### config.mk
export PLATFORM = sky130hd
export DESIGN_NAME = core_sequencer
export DESIGN_NICKNAME = d
export VERILOG_FILES = /design/src/rtl/core_sequencer.sv
export SDC_FILE = /design/constraint.sdc
export NUM_CORES = 1
export LEC_CHECK = 0
export CAP_MARGIN = 30
export CORE_ASPECT_RATIO = 1.75
export CORE_UTILIZATION = 40
export DETAILED_ROUTE_END_ITERATION = 10
export PLACE_DENSITY = 0.8
export REMOVE_ABC_BUFFERS = 1
export SYNTH_ARGS = -nofsm -noshare
export SYNTH_HDL_FRONTEND = slang
export SYNTH_SLANG_ARGS = --single-unit
### constraint.sdc
create_clock -name clk -period 2.1 [get_ports clk]
set_input_delay 0.21 -clock clk [delete_from_list [all_inputs] [get_ports clk]]
set_output_delay 0.21 -clock clk [all_outputs]
set_load 0.05 [all_outputs]
### src/rtl/core_sequencer.sv
// Control sequencer for the mini-core IF -> LD -> EX pipeline: program load, PC generation,
// RAW hazard bubbles, multiplier freeze and halt drain.
module core_sequencer #(
   parameter int unsigned IADDR_W = 5,
   parameter int unsigned DADDR_W = 6,
   parameter int unsigned INST_W  = 20
) (
   input  logic               clk,
   input  logic               rst,
   input  logic               load_valid,
   input  logic [INST_W-1:0]  load_inst,
   input  logic               start,
   input  logic [INST_W-1:0]  fetch_inst,
   input  logic               alu_done,
   output logic               inst_wr_en,
   output logic [IADDR_W-1:0] inst_wr_addr,
   output logic [INST_W-1:0]  inst_wr_data,
   output logic [IADDR_W-1:0] inst_rd_addr,
   output logic               freeze,
   output logic               if_hold,
   output logic               bubble,
   output logic               halted,
   output logic               busy,
   output logic [IADDR_W:0]   prog_len
);

   localparam logic [1:0]       OP_MUL  = 2'd2;
   localparam logic [1:0]       OP_HALT = 2'd3;
   localparam logic [IADDR_W:0] FULL    = {1'b1, {IADDR_W{1'b0}}};
   localparam logic [IADDR_W:0] ONE     = {{IADDR_W{1'b0}}, 1'b1};

   typedef enum logic [2:0] {StIdle, StLoad, StRun, StDrain, StHalted} state_e;

   state_e               state_q, state_d;
   logic [IADDR_W:0]     prog_len_q, prog_len_d;
   logic [IADDR_W:0]     pc_q, pc_d;
   logic                 if_v_q, if_v_d;
   logic                 ld_v_q, ld_v_d;
   logic [1:0]           ld_op_q, ld_op_d;
   logic [DADDR_W-1:0]   ld_dst_q, ld_dst_d;
   logic                 ex_v_q, ex_v_d;
   logic [DADDR_W-1:0]   ex_dst_q, ex_dst_d;

   logic [1:0]           f_op;
   logic [DADDR_W-1:0]   f_src1, f_src2, f_dst;
   logic                 mul_wait, hazard, src_hit_ld, src_hit_ex;

   assign f_op   = fetch_inst[INST_W-1 -: 2];
   assign f_src1 = fetch_inst[3*DADDR_W-1 -: DADDR_W];
   assign f_src2 = fetch_inst[2*DADDR_W-1 -: DADDR_W];
   assign f_dst  = fetch_inst[DADDR_W-1:0];

   assign src_hit_ld = ld_v_q && (f_src1 == ld_dst_q || f_src2 == ld_dst_q);
   assign src_hit_ex = ex_v_q && (f_src1 == ex_dst_q || f_src2 == ex_dst_q);
   assign mul_wait   = ld_v_q && (ld_op_q == OP_MUL) && !alu_done;
   assign hazard     = if_v_q && (f_op != OP_HALT) && (src_hit_ld || src_hit_ex);

   assign inst_wr_data = load_inst;
   assign inst_rd_addr = pc_q[IADDR_W-1:0];
   assign prog_len     = prog_len_q;
   assign halted       = (state_q == StHalted);
   assign busy         = (state_q == StRun) || (state_q == StDrain);

   always_comb begin
      state_d      = state_q;
      prog_len_d   = prog_len_q;
      pc_d         = pc_q;
      if_v_d       = if_v_q;
      ld_v_d       = ld_v_q;
      ld_op_d      = ld_op_q;
      ld_dst_d     = ld_dst_q;
      ex_v_d       = ex_v_q;
      ex_dst_d     = ex_dst_q;
      inst_wr_en   = 1'b0;
      inst_wr_addr = '0;
      freeze       = 1'b0;
      if_hold      = 1'b0;
      bubble       = 1'b0;

      unique case (state_q)
         StIdle, StHalted: begin
            if (load_valid) begin
               inst_wr_en = 1'b1;
               prog_len_d = ONE;
               state_d    = StLoad;
            end else if (start && prog_len_q != '0) begin
               pc_d    = '0;
               if_v_d  = 1'b0;
               ld_v_d  = 1'b0;
               ex_v_d  = 1'b0;
               state_d = StRun;
            end
         end
         StLoad: begin
            // The write pointer always equals the number of words loaded so far.
            inst_wr_addr = prog_len_q[IADDR_W-1:0];
            if (load_valid) begin
               if (prog_len_q != FULL) begin
                  inst_wr_en = 1'b1;
                  prog_len_d = prog_len_q + ONE;
               end
            end else if (start) begin
               pc_d    = '0;
               if_v_d  = 1'b0;
               ld_v_d  = 1'b0;
               ex_v_d  = 1'b0;
               state_d = StRun;
            end
         end
         StRun: begin
            if (mul_wait) begin
               freeze = 1'b1;
            end else begin
               ex_v_d   = ld_v_q;
               ex_dst_d = ld_dst_q;
               if (if_v_q && f_op == OP_HALT) begin
                  if_v_d  = 1'b0;
                  ld_v_d  = 1'b0;
                  state_d = StDrain;
               end else if (hazard) begin
                  if_hold = 1'b1;
                  bubble  = 1'b1;
                  ld_v_d  = 1'b0;
               end else begin
                  ld_v_d   = if_v_q;
                  ld_op_d  = f_op;
                  ld_dst_d = f_dst;
                  if (pc_q == prog_len_q) begin
                     // Implicit end: the last word still moves into LD, nothing new is fetched.
                     if_v_d  = 1'b0;
                     state_d = StDrain;
                  end else begin
                     if_v_d = 1'b1;
                     pc_d   = pc_q + ONE;
                  end
               end
            end
         end
         StDrain: begin
            if (mul_wait) begin
               freeze = 1'b1;
            end else begin
               ex_v_d   = ld_v_q;
               ex_dst_d = ld_dst_q;
               ld_v_d   = 1'b0;
               // Leave on the edge at which LD and EX both become empty.
               if (!ld_v_q) state_d = StHalted;
            end
         end
         default: state_d = StIdle;
      endcase
   end

   always_ff @(posedge clk) begin
      if (!rst) begin
         state_q    <= StIdle;
         prog_len_q <= '0;
         pc_q       <= '0;
         if_v_q     <= 1'b0;
         ld_v_q     <= 1'b0;
         ld_op_q    <= '0;
         ld_dst_q   <= '0;
         ex_v_q     <= 1'b0;
         ex_dst_q   <= '0;
      end else begin
         state_q    <= state_d;
         prog_len_q <= prog_len_d;
         pc_q       <= pc_d;
         if_v_q     <= if_v_d;
         ld_v_q     <= ld_v_d;
         ld_op_q    <= ld_op_d;
         ld_dst_q   <= ld_dst_d;
         ex_v_q     <= ex_v_d;
         ex_dst_q   <= ex_dst_d;
      end
   end

endmodule
==> results.toml <==
[outcome]
status = "complete, no violations"

[synthesis]
synthCells = 266
syn_area_mm2 = 0.00223
async_flop_share_pct = 0
yosysWarnings = 0
ys_top_cells_by_area = "dfxtp_1 29%, xor2_1 9.0%, buf_4 8.8%"
synth-seq-cells = 32
ys_types = 44
syn_avg_cell_area_um2 = 8.38
synth_top_area_cell = "dfxtp_1"
synth_ff_type = "dfxtp_1"
yosysTopAreaCellShare_pct = 28.7
synth_edf_count = 0
ys_seq_area_share_pct = 28.7

[global_route]
grt_overflow = 0
grt_max_degree = 22
antenna_found_initial = 0
grt_pass1_wl_um = 9340
grt.total_usage_pct = 21.6
first_global_vias = 1924

[die]
dieWidth_um = 58.4
ios = 87
die-area_mm2 = 0.00588
die_y_um = 101
initial_core_util_pct = 42.1
core_mm2 = 0.00530
rows = 35

[worst_hold_path]
hold_path_class = "input port to primary output"
min_to = "inst_wr_data[10]"
hold_start = "load_inst[10]"
hold_depth = 0

[clock_tree]
insertion_delay_ns = 0.29
clock_sinks = 32
clk_path_buf_depth = 2
cts_buffers = 5
cts_tree = "built"
cts_htree_levels = 2
cts-root-buf = "clkbuf_8"
holdBufCountCts = 0
path_clk_slew_ns = 0.07

[route]
dr.pass1.iters = 4
wl_um = 6080
drtAntennaViolNets = 0
drc_errors = 0
avgViaCountPerCell = 5.36
dr_total_vias = 2030
routedWlPerCell_um = 16.0
drt_iter0_drc = 69

[setup_path]
worstSetupEndpointType = "primary output"
crit_arrival_ns = 1.87
timing.rr.start = "ld_dst_q[1]$_SDFFE_PN0P_"
r2r_cells = 7
r2r-end = "pc_q[3]$_SDFFE_PN0P_"
r2r_setup_slack_ns = 0.02
crit_required_ns = 1.89
criticalPathCategory = "register to primary output"
path_max_fanout = 4
startpoint_type = "register"

[timing]
rsz0062_at_grt = "yes"
period_share_pct = 99.2
finalHoldViolCount = 0
fin_crit_ns = 2.08
finalSetupViolCount = 0
setup_tns_ns = 0
clock-skew-final_ns = 0.0109
slew_viol_final = 0
fmaxAchievable_mhz = 480
worst_pin_slew_ns = 0.791
slew_headroom_pct = 47.3

[power_and_ir_drop]
leakage_nw = 1.21
ir_drop_mv = 0.428
cellPowerDensity_mw_per_mm2 = 507

[cells_and_area]
drive_gt1_share_pct = 24.3
diodes = 0
fin_nets = 352
mostFrequentLayoutCells = "26 x nand2_1, 24 x clkdlybuf4s50_1, 23 x xor2_1, 22 x buf_4"
final_common_cell = "nand2_1"
area_growth_pct = 33.6
final_util_pct = 56.2
fillCellCount = 466
final_cells = 379

[placed_design]
placedCellCount = 370
io_buffers = 46
gp_congestion = 0.869
hpwl_um = 4560

[run]
cap_viol_max_count = 0
per-stage QoR:
step	worst slack, ns	area (um^2)	total power (W)	hold slack (ns)
after CTS	-0.0538	2910	0.00150	0.420
final	0.0172	2980	0.00151	0.420
after global routing	-0.0543	2980	0.00157	0.420
after detailed placement	-0.248	2770	0.000996	0.420
after floorplan	-0.571	1980	0.000833	0.328
after global placement	-0.235	2770	0.000992	0.420
synth_stat cells (3+ instances only):
master,instances
nor4_1,6
nand2_1,26
a31o_2,3
xnor2_1,12
inv_1,6
nor3b_1,5
nor2_1,21
buf_2,4
mux2i_1,16
a311o_1,3
xor2_1,23
nand3_1,10
o21a_1,4
nand4_1,6
buf_4,26
dfxtp_1,32
and3_1,5
ha_1,3
a21oi_1,12
nor4b_1,3
and2_1,6
nand2b_1,5
a211oi_1,3
clkbuf_1,5
worst max-delay path by stage:
stage	start	end	slack [ns]	cells past startpoint
after global routing	ld_dst_q[1]$_SDFFE_PN0P_	pc_q[5]$_SDFFE_PN0P_	-0.05	7
after floorplan	prog_len[0]$_SDFFE_PN0P_	pc_q[1]$_SDFFE_PN0P_	-0.57	8
after detailed placement	fetch_inst[12]	pc_q[3]$_SDFFE_PN0P_	-0.25	7
final	ld_dst_q[1]$_SDFFE_PN0P_	if_hold	0.02	6
after global placement	fetch_inst[12]	pc_q[5]$_SDFFE_PN0P_	-0.23	7
after CTS	ex_dst_q[2]$_SDFFE_PN0P_	bubble	-0.05	7
sequential cells by signal (all words and copies together) (netlist names):
| register | flops |
|---|---|
| ex_dst_q | 6 |
| ex_v_q | 1 |
| if_v_q | 1 |
| ld_dst_q | 6 |
| ld_op_q | 2 |
| ld_v_q | 1 |
| pc_q | 6 |
| prog_len | 6 |
| state_q | 3 |
kinds of logic (layout without fill, tap and decap cells):
family	after synthesis	count (layout)	synth area share (%)
xor+xnor	35	35	13.8
fa+ha+maj	3	3	1.68
mux	16	16	7.19
buf+inv	43	82	12.2
flops	32	32	28.7
compound gates	37	37	12.9
simple gates	100	100	23.6
repair_timing:
item,in CTS,in global routing
pin swaps,6,4
buffers inserted,2,0
setup endpoints to repair,10,21
resized for setup,30,18
critical path, stage by stage (launching register included):
cell and delay (ns):
dfxtp_4 0.37, xnor2_2 0.14, nand4_1 0.09, nor4_1 0.06, or4_1 0.58, and3_4 0.20
buf_8 0.15
per-layer routing:
layer  track usage [%]  vias to the layer above  part of all wire (%)
li1                  -                      974                     -
met1              21.5                      962                    38
met2              38.2                       86                    54
met3              7.70                        8                   7.1
met4              11.2                        0                   1.6
met5              1.90                        -                     0
cell type report:
type / instances / area [um^2] / area share (%)
flip-flops and latches: 32 / 658 / 22.1
multi-input cells: 191 / 1410 / 47.3
clock inverters: 2 / 10.0 / 0.336
clock buffers: 6 / 82.6 / 2.77
well taps: 74 / 92.6 / 3.11
repair buffers: 68 / 704 / 23.7
inverters: 6 / 22.5 / 0.756
report_power, final:
group | leakage [nW] | total [W] | switching (W) | internal (W)
Sequential | 0.265 | 0.000653 | 0.0000264 | 0.000627
Clock | 0.0510 | 0.000505 | 0.000244 | 0.000261
Combinational | 0.893 | 0.000350 | 0.000175 | 0.000175
Total | 1.21 | 0.00151 | 0.000446 | 0.00106
Note: power is estimated with default switching activity, not from simulation.
